[src/rtl/acc_group.sv]
// acc_group: sums num_reads_per_iter product groups lane-by-lane per iteration
// and emits one accumulated group downstream per iteration, for num_iters iterations.
module acc_group #(
    parameter int unsigned GROUP_SIZE             = 8,
    parameter int unsigned IN_WIDTH               = 16,
    parameter int unsigned ACC_WIDTH              = 32,
    parameter int unsigned LOG_MAX_ITERS          = 16,
    parameter int unsigned LOG_MAX_READS_PER_ITER = 16
) (
    input  logic                              clk,
    input  logic                              rst,
    input  logic                              configure,
    input  logic [LOG_MAX_ITERS-1:0]          num_iters,
    input  logic [LOG_MAX_READS_PER_ITER-1:0] num_reads_per_iter,
    input  logic [GROUP_SIZE*IN_WIDTH-1:0]    data_in,
    input  logic                              valid_in,
    output logic                              avail_out,
    output logic [GROUP_SIZE*ACC_WIDTH-1:0]   data_out,
    output logic                              valid_out,
    input  logic                              avail_in,
    output logic                              busy
);

    localparam int unsigned DataWidth = GROUP_SIZE * IN_WIDTH;

    typedef enum logic [0:0] {StIdle, StRun} state_e;

    // 4-slot input FIFO
    logic [DataWidth-1:0] fifo_mem_q [4];
    logic [1:0]           wr_ptr_q, rd_ptr_q;
    logic [2:0]           count_q, count_d;
    logic                 fifo_empty, fifo_full, fifo_almost_full;
    logic                 wr_en;
    logic [DataWidth-1:0] fifo_head;

    state_e state_q, state_d;

    logic [LOG_MAX_ITERS-1:0]                iters_q;
    logic [LOG_MAX_READS_PER_ITER-1:0]       reads_q, reads_init_q;
    logic                                    first_q;
    logic                                    pend_q;
    logic [GROUP_SIZE-1:0][ACC_WIDTH-1:0]    acc_q, sum_d, out_q;

    logic cfg_ok, last_read, last_iter, cons;

    assign fifo_empty       = (count_q == 3'd0);
    assign fifo_full        = (count_q == 3'd4);
    assign fifo_almost_full = (count_q == 3'd3);
    assign fifo_head        = fifo_mem_q[rd_ptr_q];
    assign wr_en            = valid_in & ~fifo_full;

    // A configure with a zero count is ignored entirely
    assign cfg_ok    = configure & (num_iters != '0) & (num_reads_per_iter != '0);
    assign last_read = (reads_q == LOG_MAX_READS_PER_ITER'(1));
    assign last_iter = (iters_q == LOG_MAX_ITERS'(1));
    // The final read of an iteration waits until the previous group has left
    assign cons      = (state_q == StRun) & ~fifo_empty & ~(last_read & pend_q) & ~cfg_ok;

    assign avail_out = ~fifo_almost_full & ~fifo_full;
    assign valid_out = pend_q & avail_in;
    assign data_out  = out_q;
    assign busy      = (state_q == StRun) | pend_q;

    // FIFO occupancy next-state
    always_comb begin
        count_d = count_q + 3'(wr_en) - 3'(cons);
    end

    // FIFO storage and pointers
    always_ff @(posedge clk) begin
        if (!rst) begin
            wr_ptr_q <= '0;
            rd_ptr_q <= '0;
            count_q  <= '0;
        end else begin
            if (wr_en) begin
                fifo_mem_q[wr_ptr_q] <= data_in;
                wr_ptr_q             <= wr_ptr_q + 2'd1;
            end
            if (cons) begin
                rd_ptr_q <= rd_ptr_q + 2'd1;
            end
            count_q <= count_d;
        end
    end

    // Per-lane zero-extended sum of the FIFO head into the accumulators
    always_comb begin
        sum_d = '0;
        for (int i = 0; i < GROUP_SIZE; i++) begin
            sum_d[i] = first_q ? ACC_WIDTH'(fifo_head[i*IN_WIDTH +: IN_WIDTH])
                               : acc_q[i] + ACC_WIDTH'(fifo_head[i*IN_WIDTH +: IN_WIDTH]);
        end
    end

    // State register
    always_ff @(posedge clk) begin
        if (!rst) begin
            state_q <= StIdle;
        end else begin
            state_q <= state_d;
        end
    end

    // Next-state: start on a valid configure, stop after the last read of the last iteration
    always_comb begin
        state_d = state_q;
        if (cfg_ok) begin
            state_d = StRun;
        end else if (cons && last_read && last_iter) begin
            state_d = StIdle;
        end
    end

    // Counters, accumulators and the pending output group
    always_ff @(posedge clk) begin
        if (!rst) begin
            iters_q      <= '0;
            reads_q      <= '0;
            reads_init_q <= '0;
            first_q      <= 1'b1;
            acc_q        <= '0;
            out_q        <= '0;
            pend_q       <= 1'b0;
        end else if (cfg_ok) begin
            iters_q      <= num_iters;
            reads_q      <= num_reads_per_iter;
            reads_init_q <= num_reads_per_iter;
            first_q      <= 1'b1;
            acc_q        <= '0;
            pend_q       <= 1'b0;
        end else begin
            if (cons) begin
                acc_q   <= sum_d;
                first_q <= last_read;
                if (last_read) begin
                    out_q   <= sum_d;
                    reads_q <= reads_init_q;
                    iters_q <= iters_q - LOG_MAX_ITERS'(1);
                end else begin
                    reads_q <= reads_q - LOG_MAX_READS_PER_ITER'(1);
                end
            end
            // A new group landing wins over the send of the old one
            if (cons && last_read) begin
                pend_q <= 1'b1;
            end else if (valid_out) begin
                pend_q <= 1'b0;
            end
        end
    end

`ifndef SYNTHESIS
    logic [31:0] cycle_q;

    // Simulation-only cycle count, overflow report and output trace
    always_ff @(posedge clk) begin
        if (!rst) begin
            cycle_q <= '0;
        end else begin
            cycle_q <= cycle_q + 32'd1;
            if (valid_in && fifo_full) begin
                $error("acc_group: write while FIFO full, data dropped");
            end
            if (valid_out) begin
                $info("acc_group: cycle %0d data_out %h", cycle_q, data_out);
            end
        end
    end
`endif

endmodule

[config.mk]
export PLATFORM = sky130hd
export DESIGN_NAME = acc_group
export DESIGN_NICKNAME = d
export VERILOG_FILES = /design/src/rtl/acc_group.sv
export SDC_FILE = /design/constraint.sdc
export NUM_CORES = 2
export LEC_CHECK = 0
export ABC_AREA = 0
export CELL_PAD_IN_SITES_DETAIL_PLACEMENT = 1
export CELL_PAD_IN_SITES_GLOBAL_PLACEMENT = 2
export CORE_MARGIN = 3
export CORE_UTILIZATION = 40
export CTS_BUF_LIST = sky130_fd_sc_hd__clkbuf_8
export DETAILED_ROUTE_END_ITERATION = 8
export GPL_TIMING_DRIVEN = 0
export HOLD_SLACK_MARGIN = 0.08
export PLACE_DENSITY_LB_ADDON = 0.1
export SETUP_SLACK_MARGIN = 0.05
export SYNTH_ARGS = -nofsm -noshare
export SYNTH_HDL_FRONTEND = slang
export SYNTH_SLANG_ARGS = --single-unit
export TNS_END_PERCENT = 20
[constraint.sdc]
create_clock -name clk -period 6 [get_ports clk]
set_clock_uncertainty 0.05 [all_clocks]
set_input_delay 0.9 -clock clk [delete_from_list [all_inputs] [get_ports clk]]
set_output_delay 0.9 -clock clk [all_outputs]
set_load 0.005 [all_outputs]
==> impl_metrics.yaml <==
global_route:
  overflow: 0
  busiest_layer: "met2"
  antenna_found_initial: 7
  gr-usage-met2: 0.498
  grt_max_degree: 56
  gr-usage-met1: 0.417
  first_global_vias: 40400
  grt_use_total: 0.309
  grt_first_pass_wirelength_mm: 285
  use_met3: 0.0476
yosys:
  muxShareOfSynthArea: 0.0706
  syn_area_per_cell_um2: 10.9
  synth-compound-area-share: 0.145
  netlist_instances: 4529
  synth_fp_nets: 4841
  synth_xor_area_frac: 0.0436
  synth_top_family_by_area: "compound AO/OA/AOI/OAI gates"
  ys_seq_elements: 1084
  synth_edf_count: 512
  synth_fa_ha_area_frac: 0.0387
  async_reset_ff_frac: 0
  synth_area_mm2: 0.0492
  synth-seq-area-share: 0.545
  synth_cell_types: 82
  yosys.area_share.simple: 0.130
  synthFlopType: "dfxtp_1"
  ys_warn_count: 0
final_layout:
  syn_to_final_growth_pct: 20.9
  stdcell_area_mm2: 0.0595
  nets: 5463
  drive_above_1_share: 0.0874
  instances_no_fill: 6937
setup_path:
  worst-path-buf-inv: 2
  r2r_setup_slack_ns: 0.10
  crit_top_cell: "a21oi_1"
  path_depth: 12
  path_cells: "clkdlybuf4s15_1, clkbuf_1, mux4_2, ha_1, nand2_1, o21ai_0, a21oi_1, or4_1, a31oi_1, nand3_1, a211o_1, a21oi_1"
  cp_slowest_cell: "a31oi_1"
  worst-setup-path-type: "reg2reg"
  slowest_delay_ns: 0.81
  crit_path_end_kind: "flop"
  cp_top_family: "compound AO/OA/AOI/OAI gates"
  worst_setup_path_start_kind: "flop"
  arrival_ns: 6.68
  r2r_cells: 12
  worstPathRequired_ns: 6.79
  critical_path_peak_fanout: 10
sta:
  setup_tns_ns: 0
  maxSlewViolCount: 0
  slew_headroom: 0.0243
  setup_viol: 0
  period_needed_ns: 5.90
  final_hold_viol_count: 0
  worst_pin_slew_ns: 1.46
  finalCritPeriodShare: 0.983
  rsz0062_at_grt: "yes"
  fmax_mhz: 170
pwr:
  p_comb_frac: 0.202
  switchingPower_mw: 6.02
  power_frac_clock: 0.361
  p_per_area_mw_per_mm2: 316
  p_leak_nw: 20.7
  p_sw_frac: 0.320
  p_int_mw: 12.8
  total_power_mw: 18.8
  max-vdd-ir-drop_v: 0.000220
  power_frac_seq: 0.437
cts:
  cts-htree-levels: 4
  cts_buffer_depth: 3
  postCtsResizedCells: 2
  root_buffer: "clkbuf_8"
  clk_latency_ns: 0.93
  cts_tree: "done"
  clk_pin_slew_worst_paths_ns: 0.06
  cts_sinks: 1084
  cts-hold-fix-buffers: 0
  numCtsBuffers: 187
  cts_setup_buffers: 0
route:
  route.detailed.drc: 0
  num_vias: 40500
  drtIter0Drc: 3460
  wl_mm: 199
  via_per_inst: 5.84
  wl_per_cell_um: 28.7
  ant_nets: 0
  firstDrtPassIters: 5
floorplan:
  ios: 424
  start_util: 0.403
  fp.dieW_um: 357
  die_h_um: 357
  fp.dieArea_mm2: 0.127
  rows: 128
  coreArea_mm2: 0.122
placed_design:
  dp_cells: 6587
  numPortBuffers: 423
  routabilityCongestion: 0.929
  post-dp-hpwl_mm: 148
  placed_area_mm2: 0.0558
job:
  maxCapViolCount: 0
hold_path:
  worstHoldStart: "data_out[156]"
  hold_class: "reg2reg"
  whs_path_depth: 2
outcome:
  status: "complete, no violations"
==> layout make-up <==
cell class | instances | area (um^2)
Fill cell | 13300 | 62500
Sequential cell | 1084 | 26800
Multi-Input combinational cell | 3104 | 21100
Timing Repair Buffer | 433 | 4480
Clock buffer | 215 | 2960
Tap cell | 1625 | 2030
Buffer | 280 | 1110
Clock inverter | 130 | 772
Inverter | 61 | 229
Antenna cell | 5 | 12.5
==> worst paths after layout <==
check,to
worst max-delay path,acc_q[58]
worst min-delay path,data_out[156]
worst max register to register,acc_q[58]
worst min register to register,data_out[156]
==> kinds of logic (layout without fill, tap and decap cells) <==
logic type | count (synthesis) | after routing
DFF | 1084 | 1084
adders and majority gates | 147 | 147
and+or+nand+nor | 1393 | 1393
buffers and inverters | 341 | 1119
other | 0 | 5
xor gates and xnor gates | 245 | 245
muxes | 187 | 187
AOI/OAI and AO/OA | 1132 | 1132
==> power by group through the flow <==
stage	combinational, mW	clock (mW)	sequential (mW)
after floorplan	2.18	0	8.36
after global placement	3.65	0	8.42
after detailed placement	3.73	0	8.38
after CTS	3.75	6.94	8.23
after global routing	4.04	7.25	8.26
final	3.80	6.80	8.23
==> tightest hold or removal path, delay by kind of cell (launching register included) <==
family / cells / cell delay, ns
DFF: 1 / 0.32
and+or+nand+nor: 1 / 0.04
AOI/OAI and AO/OA: 1 / 0.05
==> synthesized netlist by cell type (all sizes together) (117+ instances only) <==
cell	count	area (um^2)
a21oi	289	1450
o21ai	343	1720
dfxtp	572	11500
xnor2	120	1050
nor2	400	1500
nand3	117	596
edfxtp	512	15400
ha	138	1730
nand2	479	1800
clkbuf	220	827
a211oi	152	1140
mux4	128	2880
xor2	125	1090
==> state kept, by name, summed over array words and instances (netlist names), 2 cells and up, named ones only <==
| name | cells |
|---|---|
| data_out | 256 |
| iters_q | 16 |
| count_q | 3 |
| reads_init_q | 16 |
| acc_q | 256 |
| rd_ptr_q | 2 |
| wr_ptr_q | 2 |
| fifo_mem_q | 512 |
| reads_q | 16 |
==> cells in the final DEF (no fill, tap or decap), drive strengths merged, types with 13 or more instances in the layout <==
master	synthesis	routed
and2	22	22
ha	138	138
edfxtp	512	512
inv	59	142
clkdlybuf4s50	0	423
clkinv	2	43
nand4	43	43
o21bai	17	17
nor3	84	84
nand2	479	479
or4	22	22
o21a	26	26
xor2	125	125
or3	25	25
dfxtp	572	572
nand2b	19	19
nor4b	13	13
o211ai	23	23
mux2i	58	58
a21oi	289	289
o221a	15	15
and4	15	15
clkbuf	220	437
a31oi	49	49
a211o	18	18
o21ai	343	343
a221o	30	30
buf	60	65
a211oi	152	152
and3	71	71
xnor2	120	120
nor2	400	400
nand3	117	117
nor4	46	46
nor2b	14	14
o31ai	16	16
mux4	128	128
a21o	58	58
==> through the flow <==
step	util	hold WS [ns]	setup WS, ns
global route	0.488	0.425	-0.151
detailed placement	0.457	0.394	-0.345
CTS	0.488	0.407	0.0637
global placement	0.455	0.386	-2.55
finish	0.488	0.399	0.102
floorplan	-	0.383	1.18
==> per-layer routing <==
metal  up-vias  routed length, um
met5         -                  0
met4         0               8140
met3       323              12500
met2      1467              92700
met1     20600              86000
li1      18100                  -
Note: power is estimated with default switching activity, not from simulation.
